**src/rtl/example_pkg.sv**
```systemverilog
// Shared definitions for the example design: clock rate, the debounce FSM
// state encoding and a helper that turns milliseconds into clock cycles.
package example_pkg;

  localparam int CLOCK_HZ = 12_000_000;

  typedef enum logic [1:0] {
    RELEASED,
    PRESS_WAIT,
    PRESSED,
    RELEASE_WAIT
  } debounce_state_t;

  // Number of design-clock cycles in ms milliseconds.
  function automatic int debounce_cycles(input int ms);
    return CLOCK_HZ / 1000 * ms;
  endfunction

endpackage

```
**src/rtl/button_debounce_chan.sv**
```systemverilog
// One button channel: 2-flop synchronizer, stability-counter debounce FSM and
// registered level/press/release outputs.
module button_debounce_chan
  import example_pkg::*;
#(
  parameter int DEBOUNCE_CYCLES = 120_000,
  parameter bit ACTIVE_LOW      = 1'b1
) (
  input  logic clk,
  input  logic reset_n,
  input  logic pin,
  output logic pressed_o,
  output logic press_o,
  output logic release_o
);

  localparam int                 CNT_W    = $clog2(DEBOUNCE_CYCLES + 1);
  localparam logic [CNT_W-1:0]   CNT_ONE  = CNT_W'(1);
  localparam logic [CNT_W-1:0]   CNT_LAST = CNT_W'(DEBOUNCE_CYCLES - 1);
  localparam logic               IDLE_PIN = ACTIVE_LOW;

  // A one-cycle qualification window cannot be expressed by the WAIT states.
  generate
    if (DEBOUNCE_CYCLES < 2) begin : g_bad_cycles
      $fatal(1, "button_debounce_chan: DEBOUNCE_CYCLES must be >= 2");
    end
  endgenerate

  logic            sync_1, sync_2;
  logic            act;
  debounce_state_t state, state_d;
  logic [CNT_W-1:0] cnt, cnt_d;
  logic            press_evt, press_evt_d;
  logic            release_evt, release_evt_d;
  logic            pressed_d, press_d, release_d;

  // Two-flop synchronizer for the asynchronous pin.
  // NOTE: reset loads the released pin level, so a button already held at
  // reset release is seen as a fresh edge and must qualify from scratch.
  always_ff @(posedge clk or negedge reset_n) begin
    if (!reset_n) begin
      sync_1 <= IDLE_PIN;
      sync_2 <= IDLE_PIN;
    end else begin
      // NOTE: non-blocking assignments so sync_2 takes the old sync_1 value;
      // blocking here would collapse the two flops into one.
      sync_1 <= pin;
      sync_2 <= sync_1;
    end
  end

  assign act = sync_2 ^ ACTIVE_LOW;

  // State register: FSM state, stability counter and one-shot event flags.
  always_ff @(posedge clk or negedge reset_n) begin
    if (!reset_n) begin
      state       <= RELEASED;
      cnt         <= '0;
      press_evt   <= 1'b0;
      release_evt <= 1'b0;
    end else begin
      state       <= state_d;
      cnt         <= cnt_d;
      press_evt   <= press_evt_d;
      release_evt <= release_evt_d;
    end
  end

  // Next-state logic: qualify a level change for DEBOUNCE_CYCLES stable cycles.
  always_comb begin
    // NOTE: every output of this block gets a default first, so no path can
    // leave a variable unassigned and infer a latch.
    state_d       = state;
    cnt_d         = cnt;
    press_evt_d   = 1'b0;
    release_evt_d = 1'b0;
    unique case (state)
      RELEASED: begin
        if (act) begin
          state_d = PRESS_WAIT;
          cnt_d   = CNT_ONE;
        end
      end
      PRESS_WAIT: begin
        if (!act) begin
          state_d = RELEASED;
          cnt_d   = '0;
        end else if (cnt == CNT_LAST) begin
          state_d     = PRESSED;
          cnt_d       = '0;
          press_evt_d = 1'b1;
        end else begin
          cnt_d = cnt + CNT_ONE;
        end
      end
      PRESSED: begin
        if (!act) begin
          state_d = RELEASE_WAIT;
          cnt_d   = CNT_ONE;
        end
      end
      RELEASE_WAIT: begin
        if (act) begin
          state_d = PRESSED;
          cnt_d   = '0;
        end else if (cnt == CNT_LAST) begin
          state_d       = RELEASED;
          cnt_d         = '0;
          release_evt_d = 1'b1;
        end else begin
          cnt_d = cnt + CNT_ONE;
        end
      end
      default: begin
        state_d = RELEASED;
        cnt_d   = '0;
      end
    endcase
  end

  // Output decode: the level follows the debounced state, pulses follow the
  // one-shot flags set on the qualifying transition.
  always_comb begin
    pressed_d = (state == PRESSED) || (state == RELEASE_WAIT);
    press_d   = press_evt;
    release_d = release_evt;
  end

  // Output register: glitch-free level and pulses, aligned to the same cycle.
  always_ff @(posedge clk or negedge reset_n) begin
    if (!reset_n) begin
      pressed_o <= 1'b0;
      press_o   <= 1'b0;
      release_o <= 1'b0;
    end else begin
      pressed_o <= pressed_d;
      press_o   <= press_d;
      release_o <= release_d;
    end
  end

endmodule

```
**src/rtl/button_debounce.sv**
```systemverilog
// Debounces NUM_BUTTONS raw button pins into clean active-high levels plus
// one-cycle press/release pulses; one independent channel per button.
module button_debounce
  import example_pkg::*;
#(
  parameter int NUM_BUTTONS     = 3,
  parameter int DEBOUNCE_CYCLES = debounce_cycles(10),
  parameter bit ACTIVE_LOW      = 1'b1
) (
  input  logic                   clk,
  input  logic                   reset_n,
  input  logic [NUM_BUTTONS-1:0] button_i,
  output logic [NUM_BUTTONS-1:0] pressed_o,
  output logic [NUM_BUTTONS-1:0] press_o,
  output logic [NUM_BUTTONS-1:0] release_o
);

  // One fully independent channel per button pin.
  for (genvar i = 0; i < NUM_BUTTONS; i++) begin : g_chan
    button_debounce_chan #(
      .DEBOUNCE_CYCLES (DEBOUNCE_CYCLES),
      .ACTIVE_LOW      (ACTIVE_LOW)
    ) u_chan (
      .clk       (clk),
      .reset_n   (reset_n),
      .pin       (button_i[i]),
      .pressed_o (pressed_o[i]),
      .press_o   (press_o[i]),
      .release_o (release_o[i])
    );
  end

endmodule

```
**config.mk**
```make
export PLATFORM = sky130hd
export DESIGN_NAME = button_debounce
export DESIGN_NICKNAME = d
export VERILOG_FILES = /design/src/rtl/example_pkg.sv /design/src/rtl/button_debounce_chan.sv /design/src/rtl/button_debounce.sv
export SDC_FILE = /design/constraint.sdc
export NUM_CORES = 1
export LEC_CHECK = 0
export CAP_MARGIN = 20
export CORE_ASPECT_RATIO = 1.25
export CORE_MARGIN = 2
export CORE_UTILIZATION = 40
export DETAILED_ROUTE_END_ITERATION = 8
export PLACE_DENSITY = 0.61
export SLEW_MARGIN = 0
export SYNTH_ARGS = -nofsm -noshare
export SYNTH_HDL_FRONTEND = slang
export SYNTH_SLANG_ARGS = --single-unit
```
**constraint.sdc**
```tcl
create_clock -name clk -period 5.52 [get_ports clk]
set_input_delay 1.38 -clock clk [delete_from_list [all_inputs] [get_ports clk]]
set_output_delay 1.38 -clock clk [all_outputs]
set_load 0.05 [all_outputs]
```
-- After elaboration in Yosys (flattened, before gate mapping)
Cells that the tools add are included.
- add/sub/neg operators: 3
- equality and inequality tests: 24
- multiplexer cells: 54
- reduce and logical (&&, ||, !) cells: 12
- operator list (cell ; count):
    $mux W17 ; 15
    $pmux W17 S4 ; 3
    $add A17 B1 Y17 const B ; 3
    $eq A17 B17 Y1 const B ; 3
    $mux W2 ; 18
    $pmux W2 S4 ; 3
    $mux W1 ; 15
    $eq A2 B2 Y1 const B ; 6
    $reduce_and A4 Y1 ; 3
    $ne A3 B1 Y1 const B ; 3
    $ne A3 B3 Y1 const B ; 3
    $eq A2 B1 Y1 const B ; 3
    $logic_not A2 Y1 ; 3
    $ne A2 B1 Y1 const B ; 3
    $ne A2 B2 Y1 const B ; 3
    $reduce_and A2 Y1 ; 3
    $logic_or A1 B1 Y1 ; 3
- register bits after elaboration: 78
- bits of input ports: 5
- output and inout bits: 9
- logic and storage cells: 120

-- Depth between registers and ports, before layout
Gate-level depths: netlist of the first run.
- depth after elaboration: 4
- gate-level depth with buffers: 7
- gate-level depth less buffers: 6

-- Cells and area by module
From an unflattened synthesis of the first run, not the netlist that was laid out.
- cell total of the unflattened synthesis: 391
- area total of the unflattened synthesis: 3823.7 µm²
- by module, submodules not included (module ; times used ; cells an instance ; area each (µm²) ; seq. area each (µm²)):
    button_debounce_chan at g_chan[0].u_chan ... ; 2 ; 135 ; 1273.7 ; 653.1
    button_debounce_chan at g_chan[2].u_chan ; 1 ; 121 ; 1276.2 ; 653.1

-- Worst setup path after synthesis of the first run
OpenSTA, ideal clock, no wires.
- path kind: flip-flop to output port
- start point: register g_chan[0].u_chan.press_o
- end point: output press_o[0]
- arrival time: 0.515 ns
- data required time: 4.140 ns
- path slack: 3.625 ns
- cell stages (with the launch flop): 2
- buffers on the path: 1
- cells stage by stage: dfrtp_1 > buf_4
- RTL lines (element ; RTL line ; source):
    start: declaration ; button_debounce_chan.sv:13 ; output logic press_o,
    start signal: assignment ; button_debounce_chan.sv:137 ; press_o <= press_d;
    end: declaration ; button_debounce.sv:14 ; output logic [NUM_BUTTONS-1:0] press_o,
No word-level cell between the ends.

-- Worst setup path in the final report of the first run
- start point: register g_chan[2].u_chan.press_o
- end point: output press_o[2]
- RTL lines (element ; RTL line):
    start: declaration ; button_debounce_chan.sv:13
    start signal: assignment ; button_debounce_chan.sv:137
No word-level cell between the ends.

==> results, run 1 <==
- The run finished with clean final reports.
- Counting instances in the post-synthesis netlist gives the leading cell types as 72 x dfrtp_1, 52 x nand2_1, 32 x nand3_1, 29 x a21oi_1, 25 x o21ai_0.
- The detailed-placement wirelength estimate is 4.740 mm.
- The worst setup margin is 2.702 ns.
- The worst clock skew is 0.005813 ns.
- The remaining global-route overflow is 0.
- In the finished design, the share of the clock period the worst path needs comes to 0.5105.
- The minimum hold slack is 0.3470 ns.
- Internal power comes to 0.001006 W.
- The tool flagged a number of max-cap violations equal to 0.
- The first TritonRoute pass finished after 5 iterations.
- The arrival time of the worst setup path is 1.44 ns.
- The largest net degree at the start of global routing is 79.
- For the pin with the worst max-slew slack, the measured transition is 1.036 ns.
- The number of buffers and inverters on the critical path is 1.
- In the post-synthesis netlist, the biggest area contributors are dfrtp_1 48%, nand2_1 5.2%, nand3_1 4.2%, dfstp_2 4.2%, a21oi_1 3.8%.
- The number of port buffers is 13.
- Using the TritonRoute via totals, the vias-per-cell ratio works out to 5.455.
- For the worst setup path, the data required time is 4.14 ns.
- The async set-reset flop share out of synthesis is 1.000.
- The share of the yosys chip area belonging to registers is 0.5192.
- Timing analysis after detailed placement gives a worst setup slack of 3.040 ns.
- In this run, synthesis produced a sequential element count of 78.
- Of the total power, the share spent switching nets is 0.2221.
- The share of total power dissipated in combinational logic is 0.049.
- Clock latency on the worst-skew pair, taken at its later pin, is 0.33 ns.
- The fraction of final layout cells with drive strength greater than 1 is 0.08354.
- The CTS tree is built.
- The number of vias in the routed layout is 2891.
- The global-route wire length before repair is 13.23 mm.
- The number of global-route vias before repair was 2917.
- The global-route track usage on met2 is 0.2552.
- The initial antenna violation count is 0.
- The number of buffers created by CTS is 9.
- Summed over all cells, the static leakage comes to 1.787 nW.
- In this run the remaining antenna-violating nets after routing total 0.
- The power per cell area is 303.3 nW/um^2.
- The number of primary I/O pins is 14.
- The total negative slack for setup checks is 0 ns.
- The post-synthesis instance area is 3774 sq um.
- The post-CTS setup buffer count is 0.
- In the global route stage, overall resource usage came out at 0.1580.
- The clock share of power is 0.482.
- In the routed design, unresolved DRC markers number 0.
- Setup repair after global routing left no endpoint under its margin.
- The most used routing layer in global routing is met2.
- The post-cts sizing count is 0.
- Dividing the detail-routed wire length by the instance count gives 13.50 um.
- The clock sink total is 78.
- The largest individual stage delay along the critical path comes from the cell clkdlybuf4s50_1.
- The most instantiated flip-flop cell in the synthesis netlist is dfrtp_1.
- In the post-synthesis netlist, the cell with the most instances is dfrtp_1.
- In this run the worst path has a maximum fanout of 1.
- Fill cells in the final layout number 889.
- The congestion estimate from routability-driven global placement came to 0.8373.
- For this run, the top clock speed supported by timing is 0.3549 GHz.
- The startpoint type of the worst setup path is a flip-flop.
- For this run, the slowest stage of the critical path takes 0.79 ns.
- The number of buffers between clock root and the deepest sink is 2.
- The diode insertion count for antenna repair is 0.
- The total count of hold-check failures in the final report is 0.
- Summed over all layers, the routed wires come to 7.154 mm.
- The critical path start-end classification is flip-flop to output pin.
- Among cell families on the critical path, the largest total delay comes from buffers and inverters.
- The floorplan has 39 rows.
- For this run, global-route usage on met3 was measured as 0.03893.
- The cell sitting at the root of the clock tree is a clkbuf_16.
- The cell count after synthesis came out at 398.
- The final-report max-slew violation count is 0.
- Yosys mapped a number of flops with a built-in enable equal to 0.
- The height of the die is 112.6 um.
- The relative slew slack is 0.3096.
- The critical path goes through clkdlybuf4s50_1.
- The effective utilization at floorplan is 0.4113.
- The type of element capturing the critical path is an output pin.
- For this block, the initial DRC count from the detailed router was 139.
- Each instance of the synthesized netlist takes up on average 9.481 sq um.
- The floorplan step set the die width to 90.88 um.
- The die covers 10230 sq um.
- The region available for standard cell placement spans 9174 sq um.
- The number of distinct standard cells referenced by the synthesized netlist is 49.
- The share of power burned in registers is 0.469.
- Subtracting the final worst setup slack from the clock period gives 2.818 ns.
- The maximum vdd drop is 0.1471 mV.
- The Yosys step of the flow raised 0 warnings.
- The count of final setup violators is 0.
- After clock tree synthesis, the clock-pin slew on the worst setup and hold paths is 0.06 ns.
- The synthesized design spends more area on one cell type than any other, namely dfrtp_1.
- The net count of the mapped netlist is 406.
- For this design, the CTS-stage hold fixing added 0 buffers.
- For met1 alone, demand over resource in global routing was 0.2043.
- Relative to the synthesized area, the layout overhead comes to 13.00%.
- The worst hold path belongs to the class flip-flop to flip-flop.
- After the last flow step, the layout net total stands at 410.
- The fraction of post-synthesis cell area in the top cell type by area is 0.4775.
- The maximum level of the CTS H-tree is 3.
- The switching power is 0.0002872 W.
-- final cells by class --
type | instances | area (sq um) | share of cell area
clock inverters | 6 | 86.33 | 0.02025
clock buffers | 10 | 229.0 | 0.05370
inverters | 14 | 52.55 | 0.01232
repair buffers | 15 | 142.6 | 0.03345
multi-input cells | 284 | 1640 | 0.3847
well taps | 123 | 153.9 | 0.03609
flip-flops and latches | 78 | 1959 | 0.4595
-- final timing paths --
kind                                          startpoint                        to  slack [ns]  cells after the start
worst min register to register  g_chan[0].u_chan.press_d  g_chan[0].u_chan.press_o        0.35                      0
max in group asynchronous                        reset_n  g_chan[0].u_chan.cnt[15]        3.69                      1
worst max register to register   g_chan[0].u_chan.sync_2  g_chan[0].u_chan.cnt[12]        3.20                      5
worst max-delay path            g_chan[2].u_chan.press_o                press_o[2]        2.70                      1
worst min-delay path            g_chan[0].u_chan.press_d  g_chan[0].u_chan.press_o        0.35                      0
min in group asynchronous                        reset_n  g_chan[1].u_chan.cnt[15]        1.20                      1
-- metal layers --
metal / part of all wire / vias to the layer above / wire, um
met2: 0.48 / 53 / 3409
met4: 0.012 / 0 / 87
met5: 0 / - / 0
li1: - / 1437 / -
met3: 0.043 / 9 / 307
met1: 0.47 / 1392 / 3349
-- layout by cell type, fill, tap and decap left out, types with 4 or more instances in the layout --
| cell | count |
|---|---|
| or3_1 | 17 |
| a31oi_1 | 16 |
| nor2_1 | 24 |
| a22o_1 | 5 |
| dfstp_2 | 6 |
| nand2_1 | 52 |
| inv_1 | 14 |
| clkdlybuf4s50_1 | 12 |
| o21ai_0 | 25 |
| nand3_1 | 32 |
| a21oi_1 | 29 |
| dfrtp_1 | 72 |
| mux2i_1 | 4 |
| and2_1 | 5 |
| nand4_1 | 9 |
| clkbuf_16 | 9 |
| and3_1 | 8 |
| nor3_1 | 10 |
| nand4bb_1 | 4 |
-- per-stage QoR --
| stage | power [W] | std cells | utilization | cell area (sq um) |
|---|---|---|---|---|
| 3_5_place_dp | 0.0006807 | 513 | 0.4296 | 3941 |
| 2_1_floorplan | 0.0006530 | 398 | - | 3774 |
| 6_report | 0.001293 | 530 | 0.4648 | 4264 |
| 3_3_place_gp | 0.0006781 | 513 | 0.4296 | 3941 |
| 4_1_cts | 0.001310 | 529 | 0.4640 | 4257 |
| 5_1_grt | 0.001344 | 530 | 0.4648 | 4264 |
-- registers in the layout (all words and copies together) (netlist names), named ones only --
register	cells
g_chan.u_chan.cnt	51
g_chan.u_chan.press_d	3
g_chan.u_chan.press_o	3
g_chan.u_chan.pressed_o	3
g_chan.u_chan.release_d	3
g_chan.u_chan.release_o	3
g_chan.u_chan.state	3
g_chan.u_chan.sync_1	3
g_chan.u_chan.sync_2	3
-- logic make-up (layout without fill, tap and decap cells) --
| family | count (synthesis) | after routing | share of synthesized area |
|---|---|---|---|
| adder cells (fa/ha/maj) | 3 | 3 | 0.009948 |
| AO/OA/AOI/OAI | 87 | 87 | 0.1346 |
| AND/OR/NAND/NOR | 185 | 185 | 0.2672 |
| flip-flops | 78 | 78 | 0.5192 |
| multiplexers | 5 | 5 | 0.01359 |
| XOR/XNOR | 4 | 4 | 0.009286 |
| buffers and inverters | 36 | 45 | 0.04609 |
-- power groups by stage --
stage,Combinational [W],Clock (W),Sequential (W)
finish,0.0000634,0.000624,0.000606
global route,0.0000737,0.000662,0.000609
CTS,0.0000645,0.000639,0.000606
detailed placement,0.0000645,0,0.000616
global placement,0.0000629,0,0.000615
floorplan,0.0000405,0,0.000613
Note: power is estimated with default switching activity, not from simulation.
==> run 2: changes to the inputs <==
Settings changed: PLACE_DENSITY 0.61 to 0.63.
Clock period 5.52 ns to 2.3 ns, I/O delays scaled along.
==> run 2 against run 1 <==
Critical path depth rose by 5. Clock skew fell by 0.0013 ns. Non-clock buffer count is 10 higher. Hold slack got worse by 0.11 ns. Flip-flop and latch count unchanged. Clock power rose by 140%.
==> results, run 2 (synthesized netlist as in run 1, its figures left out) <==
- The number of buffers and inverters on the critical path is 0 (-1).
- Setup repair after global routing left no endpoint under its margin.
- The latest clock arrival within the worst-skew pair is 0.33 ns (about the same).
- The average wire length per cell after detail routing is 13.74 um (+1.8%).
- The global placer's final weighted congestion is 0.8350 (-0.27%).
- The switching power was 0.0006639 W (+130%).
- The maximum cell stage delay along the critical path is 0.43 ns (-0.36 ns).
- The clock sink total is 78 (unchanged).
- The worst setup path is captured at a flip-flop.
- The power per cell area is 717.8 nW/um^2 (+140%).
- Relative to the synthesized area, the layout overhead comes to 15.02%.
- The clock share of power was 0.480 (-0.002).
- The post-cts sizing count is 0 (unchanged).
- The CTS tree is built.
- The count of final setup violators was 0 (unchanged).
- Ranked by flip-flop count, first place goes to g_chan.u_chan.cnt.
- The post-CTS setup buffer count is 0 (unchanged).
- The global-route usage over all layers was 0.1605 (+0.002487).
- The internal power of the cells is 0.002452 W (+140%).
- The detailed-router iteration count before antenna repair is 4 (-1).
- The effective utilization at floorplan is 0.4113 (unchanged).
- The startpoint type of the worst setup path is a flip-flop.
- The total count of hold-check failures in the final report is 0 (unchanged).
- The critical path start-end classification is flip-flop to flip-flop.
- The relative slew slack was 0.3046 (-0.004960).
- The die span in x is 90.88 um (unchanged).
- The number of vias in the routed layout is 2920 (+1.0%).
- The final routed wirelength across all metal layers was 7.422 mm (+3.7%).
- The tree is rooted in a clkbuf_16.
- The number of flip-flops in the largest register is 51 (unchanged).
- The path class of the tightest hold or removal check is input port to asynchronous set/reset pin.
- The fraction of final layout cells with drive strength greater than 1 came to 0.1031 (+0.01958).
- Dividing the final minimum period by the clock period gives 0.9005.
- The total negative slack for setup checks came to 0 ns (unchanged).
- The post-route minimum period is 2.071 ns.
- The number of port buffers came to 13 (unchanged).
- The clock-pin transition on the worst setup and hold timing paths is 0.06 ns (about the same).
- The global-route wire length before repair is 13.43 mm (+1.6%).
- The final-report max-slew violation count is 0 (unchanged).
- The switching share of power is 0.2131 (-0.008993).
- The number of buffers created by CTS was 9 (unchanged).
- The maximum level of the CTS H-tree is 3 (unchanged).
- The global-route track usage on met2 is 0.2667 (+0.01144).
- The library cells used most frequently in the layout, excluding fill and tap cells, are 72 x dfrtp_1, 52 x nand2_1, 32 x nand3_1.
- The initial antenna violation count came to 0 (unchanged).
- Leaving out fill and tap cells, the most frequent cell in the layout is dfrtp_1.
- The remaining global-route overflow is 0 (unchanged).
- The part of the total power dissipated in combinational logic is 0.052 (+0.003).
- The reported leakage power is 1.840 nW (+3.0%).
- The number of global-route vias before repair came to 2950 (+1.1%).
- The met1 track utilization from global routing was 0.2026 (-0.001667).
- Static timing analysis puts the maximum clock frequency at 0.4829 GHz.
- The maximum vdd drop is 0.3847 mV (+160%).
- The number of hold-repair buffers added at the cts stage is 0 (unchanged).
- The post-detailed-route count of antenna-violating nets is 0 (unchanged).
- The largest individual stage delay along the critical path comes from the cell nor4_4.
- The count of maximum capacitance violations is 0 (unchanged).
- The data required time of the worst path is 2.52 ns (-1.62 ns).
- The arrival time of the worst setup path is 2.29 ns (+0.85 ns).
- The die footprint is 10230 sq um (unchanged).
- Among cell families on the critical path, the largest total delay comes from simple AND/OR/NAND/NOR gates.
- The final core area utilization was 0.4731 (+0.008319).
- The most used routing layer in global routing is met2.
- Traced cell by cell, the critical path runs through ha_1 -> nand3_1 -> nor4_4 -> a21oi_2 -> and3_1 -> a211o_1.
- The number of standard-cell rows in the floorplan came to 39 (unchanged).
- The total number of nets in the final design was 420 (+2.4%).
- The number of primary I/O pins is 14 (unchanged).
- The average via count per standard cell is 5.407 (-0.87%).
- The detailed-placement wirelength estimate came to 5.198 mm (+9.7%).
- The run finished with clean final reports.
- The final routed DRC violation total is 0 (unchanged).
- The total core area is 9174 sq um (unchanged).
- The detailed router's first-iteration violation count is 166 (+19%).
- The worst clock skew is 0.004558 ns (-0.001254 ns).
- The height of the die is 112.6 um (unchanged).
- The maximum fanout along the worst path is 9 (+8).
- The share of power burned in registers came to 0.468 (about the same).
- The diode insertion count for antenna repair is 0 (unchanged).
- The number of buffers between clock root and the deepest sink is 2 (unchanged).
- The fraction of met3 tracks used by global routing is 0.04295 (+0.004027).
- The largest net degree at the start of global routing came to 48 (-39%).
- The transition time at the pin with the least slew margin is 1.039 ns (+0.003600 ns).
## run 2: changes by cell type in the layout (fill, tap and decap cells not counted)
cell        delta
buf_4         +10
clkbuf_1       +1
clkbuf_8       +1
clkinv_4       -1
clkinvlp_4     -1
## run 2: power by group through the flow
stage	sequential, W	combinational [W]	clock [W]
2_1_floorplan	0.00147	0.0000973	0
3_3_place_gp	0.00148	0.000162	0
3_5_place_dp	0.00148	0.000167	0
4_1_cts	0.00146	0.000167	0.00153
5_1_grt	0.00146	0.000189	0.00158
6_report	0.00146	0.000162	0.00150
## run 2: layout make-up
class | instances | area [sq um]
clock buffers | 12 | 246.5
clock inverters | 4 | 70.07
fillers | 897 | 4833
inverters | 14 | 52.55
multi-input cells | 284 | 1640
flip-flops and latches | 78 | 1959
well taps | 123 | 153.9
repair buffers | 25 | 217.7
## run 2: per-stage QoR
| step | setup slack, ns | hold WS, ns | area [sq um] | total power (W) | instances |
|---|---|---|---|---|---|
| after global placement | 0.2459 | 0.3326 | 4024 | 0.001642 | 524 |
| after detailed placement | 0.2182 | 0.3347 | 4024 | 0.001646 | 524 |
| after CTS | 0.2077 | 0.2670 | 4340 | 0.003155 | 540 |
| after global routing | 0.05159 | 0.2948 | 4340 | 0.003231 | 540 |
| final | 0.2290 | 0.2395 | 4340 | 0.003116 | 540 |
| after floorplan | 0.4641 | 0.2794 | 3774 | 0.001567 | 398 |
## run 2: path summary, 6_finish.rpt
kind | from | to | slack [ns] | cells after the start
max in group asynchronous | reset_n | g_chan[1].u_chan.sync_1 | 1.43 | 2
max reg2reg | g_chan[1].u_chan.cnt[0] | g_chan[1].u_chan.cnt[9] | 0.23 | 6
min in group clk | g_chan[1].u_chan.press_d | g_chan[1].u_chan.press_o | 0.34 | 0
min reg2reg | g_chan[1].u_chan.press_d | g_chan[1].u_chan.press_o | 0.34 | 0
max | g_chan[1].u_chan.cnt[0] | g_chan[1].u_chan.cnt[9] | 0.23 | 6
min | reset_n | g_chan[2].u_chan.cnt[5] | 0.24 | 1
## run 2: routing by layer
metal / part of all wire / vias to the layer above
li1: - / 1457
met1: 0.47 / 1423
met2: 0.49 / 32
met3: 0.027 / 8
met4: 0.012 / 0
met5: 0 / -
